**src/rtl/memory_arbiter_if.sv**
```systemverilog
// Bus bundle between the fetch/data-stage requesters, the arbiter and the shared single-port RAM.
// Handshake: a requester raises req with addr/we/wdata held stable until its ready pulses for one cycle; rdata is valid only with ready.
interface memory_arbiter_if #(
  parameter int XLEN       = 32,
  parameter int ADDR_WIDTH = 9
);
  logic                  if_req;
  logic [ADDR_WIDTH-1:0] if_addr;
  logic                  if_ready;
  logic [XLEN-1:0]       if_rdata;
  logic                  if_stall;

  logic                  mem_req;
  logic                  mem_we;
  logic [ADDR_WIDTH-1:0] mem_addr;
  logic [XLEN-1:0]       mem_wdata;
  logic                  mem_ready;
  logic [XLEN-1:0]       mem_rdata;
  logic                  mem_stall;

  logic [ADDR_WIDTH-1:0] ram_address;
  logic [XLEN-1:0]       ram_data;
  logic                  ram_wren;
  logic [XLEN-1:0]       ram_q;

  logic [15:0]           conflict_count;

  modport slave (
    input  if_req, if_addr, mem_req, mem_we, mem_addr, mem_wdata, ram_q,
    output if_ready, if_rdata, if_stall, mem_ready, mem_rdata, mem_stall,
    output ram_address, ram_data, ram_wren, conflict_count
  );

  modport master (
    output if_req, if_addr, mem_req, mem_we, mem_addr, mem_wdata, ram_q,
    input  if_ready, if_rdata, if_stall, mem_ready, mem_rdata, mem_stall,
    input  ram_address, ram_data, ram_wren, conflict_count
  );
endinterface

```
**src/rtl/memory_arbiter.sv**
```systemverilog
// Round-robin arbiter sharing one registered-address single-port RAM between fetch (IF) and data (MEM) stages.
// Each access takes IDLE/WAIT -> ISSUE (address on RAM) -> WAIT (ready + RAM q); WAIT can hand over straight to the other side.
module memory_arbiter #(
  parameter int XLEN       = 32,
  parameter int ADDR_WIDTH = 9
) (
  input  logic                 clock,
  input  logic                 reset,
  memory_arbiter_if.slave      bus,
  output logic [1:0]           dbg_state,
  output logic                 dbg_owner
);

  typedef enum logic [1:0] {
    IDLE  = 2'd0,
    ISSUE = 2'd1,
    WAIT  = 2'd2
  } state_t;

  typedef enum logic {
    OWN_IF  = 1'b0,
    OWN_MEM = 1'b1
  } owner_t;

  state_t      state;
  owner_t      owner;
  owner_t      last_grant;
  owner_t      winner;
  logic        grant;
  logic        issue;
  logic        acc_we;
  logic        if_ready_q;
  logic        mem_ready_q;
  logic [15:0] conflict_q;

  // In WAIT only the side that does not own the finishing access may be granted.
  always_comb begin
    winner = OWN_IF;
    grant  = 1'b0;
    case (state)
      IDLE: begin
        grant = bus.if_req || bus.mem_req;
        if (bus.if_req && bus.mem_req) begin
          winner = (last_grant == OWN_IF) ? OWN_MEM : OWN_IF;
        end else if (bus.mem_req) begin
          winner = OWN_MEM;
        end
      end
      WAIT: begin
        if (owner == OWN_IF) begin
          grant  = bus.mem_req;
          winner = OWN_MEM;
        end else begin
          grant  = bus.if_req;
          winner = OWN_IF;
        end
      end
      default: begin
        grant  = 1'b0;
        winner = OWN_IF;
      end
    endcase
  end

  assign issue           = (state == ISSUE);
  assign bus.ram_wren    = issue && (owner == OWN_MEM) && bus.mem_we;
  assign bus.ram_address = !issue ? {ADDR_WIDTH{1'b0}} :
                           (owner == OWN_MEM) ? bus.mem_addr : bus.if_addr;
  assign bus.ram_data    = issue ? bus.mem_wdata : {XLEN{1'b0}};

  always_ff @(posedge clock or negedge reset) begin
    if (!reset) begin
      state       <= IDLE;
      owner       <= OWN_IF;
      last_grant  <= OWN_IF;
      acc_we      <= 1'b0;
      if_ready_q  <= 1'b0;
      mem_ready_q <= 1'b0;
      conflict_q  <= 16'd0;
    end else begin
      if_ready_q  <= 1'b0;
      mem_ready_q <= 1'b0;
      if (bus.if_req && bus.mem_req && (conflict_q != 16'hFFFF)) begin
        conflict_q <= conflict_q + 16'd1;
      end
      case (state)
        ISSUE: begin
          state       <= WAIT;
          acc_we      <= bus.ram_wren;
          if_ready_q  <= (owner == OWN_IF);
          mem_ready_q <= (owner == OWN_MEM);
        end
        default: begin
          if (grant) begin
            state      <= ISSUE;
            owner      <= winner;
            last_grant <= winner;
          end else begin
            state <= IDLE;
          end
        end
      endcase
    end
  end

  // RAM q arrives in WAIT, so read data is passed through rather than registered.
  assign bus.if_ready       = if_ready_q;
  assign bus.mem_ready      = mem_ready_q;
  assign bus.if_rdata       = if_ready_q ? bus.ram_q : {XLEN{1'b0}};
  assign bus.mem_rdata      = (mem_ready_q && !acc_we) ? bus.ram_q : {XLEN{1'b0}};
  assign bus.if_stall       = bus.if_req && !if_ready_q;
  assign bus.mem_stall      = bus.mem_req && !mem_ready_q;
  assign bus.conflict_count = conflict_q;

  assign dbg_state = state;
  assign dbg_owner = owner;

endmodule

```
**src/flat_wrapper.sv**
```systemverilog
// flat-port wrapper written by rule: the top's interface ports become plain ports
module memory_arbiter_flat 
#(
  parameter int XLEN       = 32,
  parameter int ADDR_WIDTH = 9
)
  (clock, reset, dbg_state, dbg_owner, bus_if_req, bus_if_addr, bus_mem_req, bus_mem_we, bus_mem_addr, bus_mem_wdata, bus_ram_q, bus_if_ready, bus_if_rdata, bus_if_stall, bus_mem_ready, bus_mem_rdata, bus_mem_stall, bus_ram_address, bus_ram_data, bus_ram_wren, bus_conflict_count);
  memory_arbiter_if #(.XLEN(XLEN), .ADDR_WIDTH(ADDR_WIDTH)) bus_i ();
  input  logic clock;
  input  logic reset;
  output logic [1:0] dbg_state;
  output logic dbg_owner;
  input wire logic [$bits(bus_i.if_req)-1:0] bus_if_req;
  input wire logic [$bits(bus_i.if_addr)-1:0] bus_if_addr;
  input wire logic [$bits(bus_i.mem_req)-1:0] bus_mem_req;
  input wire logic [$bits(bus_i.mem_we)-1:0] bus_mem_we;
  input wire logic [$bits(bus_i.mem_addr)-1:0] bus_mem_addr;
  input wire logic [$bits(bus_i.mem_wdata)-1:0] bus_mem_wdata;
  input wire logic [$bits(bus_i.ram_q)-1:0] bus_ram_q;
  output wire logic [$bits(bus_i.if_ready)-1:0] bus_if_ready;
  output wire logic [$bits(bus_i.if_rdata)-1:0] bus_if_rdata;
  output wire logic [$bits(bus_i.if_stall)-1:0] bus_if_stall;
  output wire logic [$bits(bus_i.mem_ready)-1:0] bus_mem_ready;
  output wire logic [$bits(bus_i.mem_rdata)-1:0] bus_mem_rdata;
  output wire logic [$bits(bus_i.mem_stall)-1:0] bus_mem_stall;
  output wire logic [$bits(bus_i.ram_address)-1:0] bus_ram_address;
  output wire logic [$bits(bus_i.ram_data)-1:0] bus_ram_data;
  output wire logic [$bits(bus_i.ram_wren)-1:0] bus_ram_wren;
  output wire logic [$bits(bus_i.conflict_count)-1:0] bus_conflict_count;
  assign bus_i.if_req = bus_if_req;
  assign bus_i.if_addr = bus_if_addr;
  assign bus_i.mem_req = bus_mem_req;
  assign bus_i.mem_we = bus_mem_we;
  assign bus_i.mem_addr = bus_mem_addr;
  assign bus_i.mem_wdata = bus_mem_wdata;
  assign bus_i.ram_q = bus_ram_q;
  assign bus_if_ready = bus_i.if_ready;
  assign bus_if_rdata = bus_i.if_rdata;
  assign bus_if_stall = bus_i.if_stall;
  assign bus_mem_ready = bus_i.mem_ready;
  assign bus_mem_rdata = bus_i.mem_rdata;
  assign bus_mem_stall = bus_i.mem_stall;
  assign bus_ram_address = bus_i.ram_address;
  assign bus_ram_data = bus_i.ram_data;
  assign bus_ram_wren = bus_i.ram_wren;
  assign bus_conflict_count = bus_i.conflict_count;
  memory_arbiter #(.XLEN(XLEN), .ADDR_WIDTH(ADDR_WIDTH)) u_core (.clock(clock), .reset(reset), .bus(bus_i), .dbg_state(dbg_state), .dbg_owner(dbg_owner));
endmodule
```
**config.mk**
```make
export PLATFORM = sky130hd
export DESIGN_NAME = memory_arbiter_flat
export DESIGN_NICKNAME = d
export VERILOG_FILES = /design/src/rtl/memory_arbiter_if.sv /design/src/rtl/memory_arbiter.sv /design/src/flat_wrapper.sv
export SDC_FILE = /design/constraint.sdc
export NUM_CORES = 1
export LEC_CHECK = 0
export BUFFER_PORTS_ARGS = -buffer_cell sky130_fd_sc_hd__buf_2
export CAP_MARGIN = 20
export CORE_MARGIN = 8
export CORE_UTILIZATION = 31
export DETAILED_ROUTE_END_ITERATION = 12
export GPL_TIMING_DRIVEN = 0
export PLACE_DENSITY = 0.78
export SLEW_MARGIN = 30
export SYNTH_ARGS = -nofsm -noshare
export SYNTH_HDL_FRONTEND = slang
export SYNTH_SLANG_ARGS = --single-unit
```
**constraint.sdc**
```tcl
create_clock -name clock -period 1.65 [get_ports clock]
set_input_delay 0 -clock clock [delete_from_list [all_inputs] [get_ports clock]]
set_output_delay 0 -clock clock [all_outputs]
set_load 0.01 [all_outputs]
```
# Yosys cells after proc, flatten, opt, wreduce, memory -nomap -nowiden
# Index checks and enable logic that the tools add are counted.
[totals] reg_bits=22 latch_bits=0 ram_bits=0 romBits=0 out_inout_bits=129 word_cells=40 memories=0
[classes] n_addsub=1 n_mul=0 n_div=0 order_cmp=0 eq_ne=3 shifts=0 mux=15 bitwise=2 n_reduce_logical=13
[ops] cell="32-bit two-way mux" count=3
[ops] cell="9-bit two-way mux" count=2
[ops] cell="16-bit by 1-bit adder with 16-bit output (second input constant)" count=1
[ops] cell="16-bit inequality test (second input constant)" count=1
[ops] cell="1-bit logical AND" count=7
[ops] cell="1-bit two-way mux" count=7
[ops] cell="1-bit one-hot mux with 2 select lines" count=2
[ops] cell="1-bit zero test" count=3
[ops] cell="2-bit by 1-bit equality test with 1-bit output (second input constant)" count=1
[ops] cell="2-bit equality test (second input constant)" count=1
[ops] cell="2-bit zero test" count=1
[ops] cell="2-bit two-way mux" count=1
[ops] cell="1-bit NOT" count=2
[ops] cell="2-bit AND reduction" count=1
[ops] cell="1-bit logical OR" count=1

# Longest topological paths before layout
[logic_depth] ltp_word=4 ltp_mapped=6 ltp_nobuf=5

# Worst setup path after synthesis
# OpenSTA, ideal clock, no wires.
[synth_timing] path_kind="register to register" start="reg u_core.conflict_q[8] (netlist: u_core.bus.conflict_count[8])" end="reg u_core.conflict_q[1] (netlist: u_core.bus.conflict_count[1])" t_arrival_ps=1537 t_required_ps=1522 path_slack_ps=-15 stages_incl_launch_ff=7 path_buffers=2 synth_period_minus_slack_ps=1665 path_cell_list="dfrtp_1 and3_1 buf_6 and3b_1 buf_4 a21oi_2 mux2_1"
[synth_via] elab_chain_len=2
[synth_lines] element="from (decl)" line_no="memory_arbiter.sv:34" rtl="logic [15:0] conflict_q;"
[synth_lines] element="from (signal assigned)" line_no="memory_arbiter.sv:84" rtl="conflict_q <= conflict_q + 16'd1;"
[synth_lines] element="16-bit inequality test" line_no="memory_arbiter.sv:83" rtl="if (bus.if_req && bus.mem_req && (conflict_q != 16'hFFFF)) begin"
[synth_lines] element="1-bit logical AND" line_no="memory_arbiter.sv:83"
# No other way between the ends.
# A chain may end at the register's enable or synchronous reset.

# Worst setup path in the final report
[layout_timing] start="reg u_core.conflict_q[1] (netlist: u_core.bus.conflict_count[1])" end="reg u_core.conflict_q[10] (netlist: u_core.bus.conflict_count[10])"
[layout_via] elab_chain_len=2
[layout_lines] element="parallel branches: the longest is 2 deep, another holds 16-bit by 1-bit adder with 16-bit output"
# Parallel ways; which one is timed is not known.

==> results.cfg <==
[sta]
grt_setup_unrepaired = true
relSlewSlack_pct = 66.3
min_period_ns = 1.64
fmax_mhz = 610
hold_violations = 0
holdWs_ns = 0.0521
setup_viol = 0
period_share_pct = 99.4
tightestPinTransition_ns = 0.506
finalMaxSlewViolations = 0
skew_ns = 0.00212

[clocking]
numCtsBuffers = 3
cts_sinks = 22
cts_max_level = 1
clk_pin_slew_ns = 0.08
cts_tree = yes
cts-root-buf = clkbuf_8
clockBufferDepth = 2
insertion_delay_ns = 0.26

[worst_setup_path]
setup.worst_path.start_class = flip-flop
slowest_delay_ns = 0.43
crit_required_ns = 1.80
cp.arrival_ns = 1.79
crit_slowest_cell = dfrtp_1
path_cells = ha_4, and4_4, and3b_2, and3_4, mux2_4
reg2reg_depth = 5
critPathMaxFanout = 4
cp-end-kind = flip-flop
path_class = flip-flop to flip-flop

[finish]
fill_cells = 550
area_delta_synth_final_pct = 71.3
final_area_um2 = 3190
diodes = 0
drive_gt1_share_pct = 55.7
utilization_pct = 54.5
fin_nets = 538

[global_route]
met1_usage_pct = 17.6
grt_max_degree = 23
use_met2_pct = 31.7
busiest_layer = met2
gr-usage-met3_pct = 6.09
antenna_found_initial = 0
grt_pass1_vias = 2516
overflow = 0
grt_pass1_wl_um = 12200
track_usage_pct = 17.0

[detailed_routing]
drt_first_pass_iters = 4
num_vias = 2368
drt_iter0_drc = 70
via_per_inst = 4.52
drc = 0
wire_per_inst_um = 15.4
ant_nets = 0
drt-total-wl_um = 8070

[synth]
synth_ff_type = dfrtp_1
synth_cells = 223
ys_types = 37
synth_edf_count = 0
ys_ff_latch = 22
async_flop_share_pct = 100
seq_area_frac_synth_pct = 29.6
avgSynthCellArea_um2 = 8.35
syn-cell-area_um2 = 1860
yosysWarningCount = 0
synth_nets = 311

[pwr]
p_leak_nw = 2.02
report.power.total_w = 0.00379
power_density_nw_per_um2 = 1190
vdd_drop_max_mv = 0.720

[flow_run]
drv_cap = 0

[status]
status = completed

[worst_hold_path]
hold_path.class = input port to flip-flop
worstHoldPathCells = 2

[floorplanning]
coreArea_um2 = 5850
dieHeight_um = 93.5
dieArea_um2 = 8750
io_pins = 216
rows = 28
die_w_um = 93.5
initial_utilization_pct = 31.8

[placement]
io_buffer_count = 215
gp_congestion = 0.899
dpl.hpwl_um = 6800
dpl_cell_area_um2 = 3050
==> layout make-up <==
cell class / count / area, µm² / share of cell area (%)
multi-input combinational: 185 / 1280 / 40.0
timing repair buffer: 223 / 1140 / 35.7
sequential: 22 / 551 / 17.3
tap: 75 / 93.8 / 2.94
buffer: 13 / 67.6 / 2.12
clock buffer: 4 / 55.1 / 1.73
inverter: 2 / 7.51 / 0.235
==> through the flow <==
| step | TNS, ns | setup slack, ns | instances |
|---|---|---|---|
| 3_3_place_gp | -0.0395 | -0.0311 | 513 |
| 5_1_grt | -0.0580 | -0.0327 | 524 |
| 6_report | 0 | 0.0105 | 524 |
| 2_1_floorplan | 0 | 0.000290 | 223 |
| 4_1_cts | -0.00157 | -0.00157 | 523 |
| 3_5_place_dp | -0.143 | -0.0973 | 513 |
==> flip-flops by register name, summed over array words and instances, names as in the netlist <==
| signal | cells |
|---|---|
| u_core.bus.mem_ready | 1 |
| u_core.bus.conflict_count | 16 |
| u_core.dbg_state | 2 |
| u_core.last_grant | 1 |
| u_core.acc_we | 1 |
| u_core.bus.if_ready | 1 |
==> worst max-delay path, delay by kind of cell (launching register included) <==
kind / cells / cell delay, ns
and+or+nand+nor: 3 / 0.62
DFF: 1 / 0.43
muxes: 1 / 0.30
adders and majority gates: 1 / 0.18
==> cell families after synthesis <==
group | synth area share, %
and+or+nand+nor | 48.0
adders and majority gates | 0.671
DFF | 29.6
AOI/OAI and AO/OA | 6.58
buffers and inverters | 3.90
xor gates and xnor gates | 4.70
muxes | 6.65
==> per-layer routing <==
metal  part of all wire [%]  wire [µm]  vias to the layer above
met3                     11        876                        9
met5                      0          0                        -
met1                     37       3010                     1043
li1                       -          -                     1176
met4                   0.95         77                        0
met2                     51       4110                      140
==> path summary, 6_finish.rpt <==
check                                               from                            end  slack, ns
setup reg to reg            u_core.bus.conflict_count[1]  u_core.bus.conflict_count[10]       0.01
max in group asynchronous                          reset   u_core.bus.conflict_count[5]       1.02
min in group asynchronous                          reset  u_core.bus.conflict_count[14]       0.28
setup / recovery            u_core.bus.conflict_count[1]  u_core.bus.conflict_count[10]       0.01
hold reg to reg            u_core.bus.conflict_count[15]  u_core.bus.conflict_count[15]       0.49
hold / removal                                bus_if_req              u_core.last_grant       0.05
==> cells in the mapped netlist (2+ instances only) <==
cell type,n,area (µm²)
and2_1,97,607
dfrtp_1,22,551
nor2_1,13,48.8
clkbuf_1,11,41.3
mux2i_1,9,90.1
xor2_1,9,78.8
nand2_1,8,30.0
a21oi_1,7,35.0
and3_1,7,43.8
nand3_1,4,20.0
a31oi_1,3,18.8
mux2_1,3,33.8
nor2b_1,3,18.8
and3b_1,2,17.5
inv_1,2,7.51
nand4_1,2,12.5
==> what timing repair did <==
item                                   CTS  global route
hold buffers                             1             0
setup endpoints to repair               52            38
gates resized for setup                  8             6
endpoints found under the hold margin   22             0
pin swaps                                3             3
buffers inserted                         6             1
==> power by group <==
| part | leakage [nW] | internal, W | switching (W) |
|---|---|---|---|
| clock | 0.0288 | 0.000213 | 0.000174 |
| combinational | 1.70 | 0.00117 | 0.00137 |
| sequential | 0.288 | 0.000678 | 0.000193 |
| total | 2.02 | 0.00206 | 0.00173 |
==> layout by cell type, fill, tap and decap left out, drive strengths merged <==
| master | synthesis | final |
|---|---|---|
| a211oi | 1 | 1 |
| a21boi | 1 | 1 |
| a21o | 1 | 1 |
| a21oi | 8 | 8 |
| a2bb2oi | 1 | 1 |
| a311oi | 1 | 1 |
| a31oi | 3 | 3 |
| and2 | 97 | 97 |
| and3 | 7 | 7 |
| and3b | 2 | 2 |
| and4 | 1 | 1 |
| and4bb | 1 | 1 |
| buf | 3 | 225 |
| clkbuf | 11 | 14 |
| dfrtp | 22 | 22 |
| dlygate4sd3 | 0 | 1 |
| ha | 1 | 1 |
| inv | 2 | 2 |
| mux2 | 3 | 3 |
| mux2i | 9 | 9 |
| nand2 | 9 | 9 |
| nand2b | 1 | 1 |
| nand3 | 4 | 4 |
| nand4 | 2 | 2 |
| nor2 | 14 | 14 |
| nor2b | 3 | 3 |
| nor3b | 1 | 1 |
| nor4b | 1 | 1 |
| o2111ai | 1 | 1 |
| o21ai | 1 | 1 |
| or3b | 1 | 1 |
| xnor2 | 1 | 1 |
| xor2 | 9 | 9 |
Note: power is estimated with default switching activity, not from simulation.
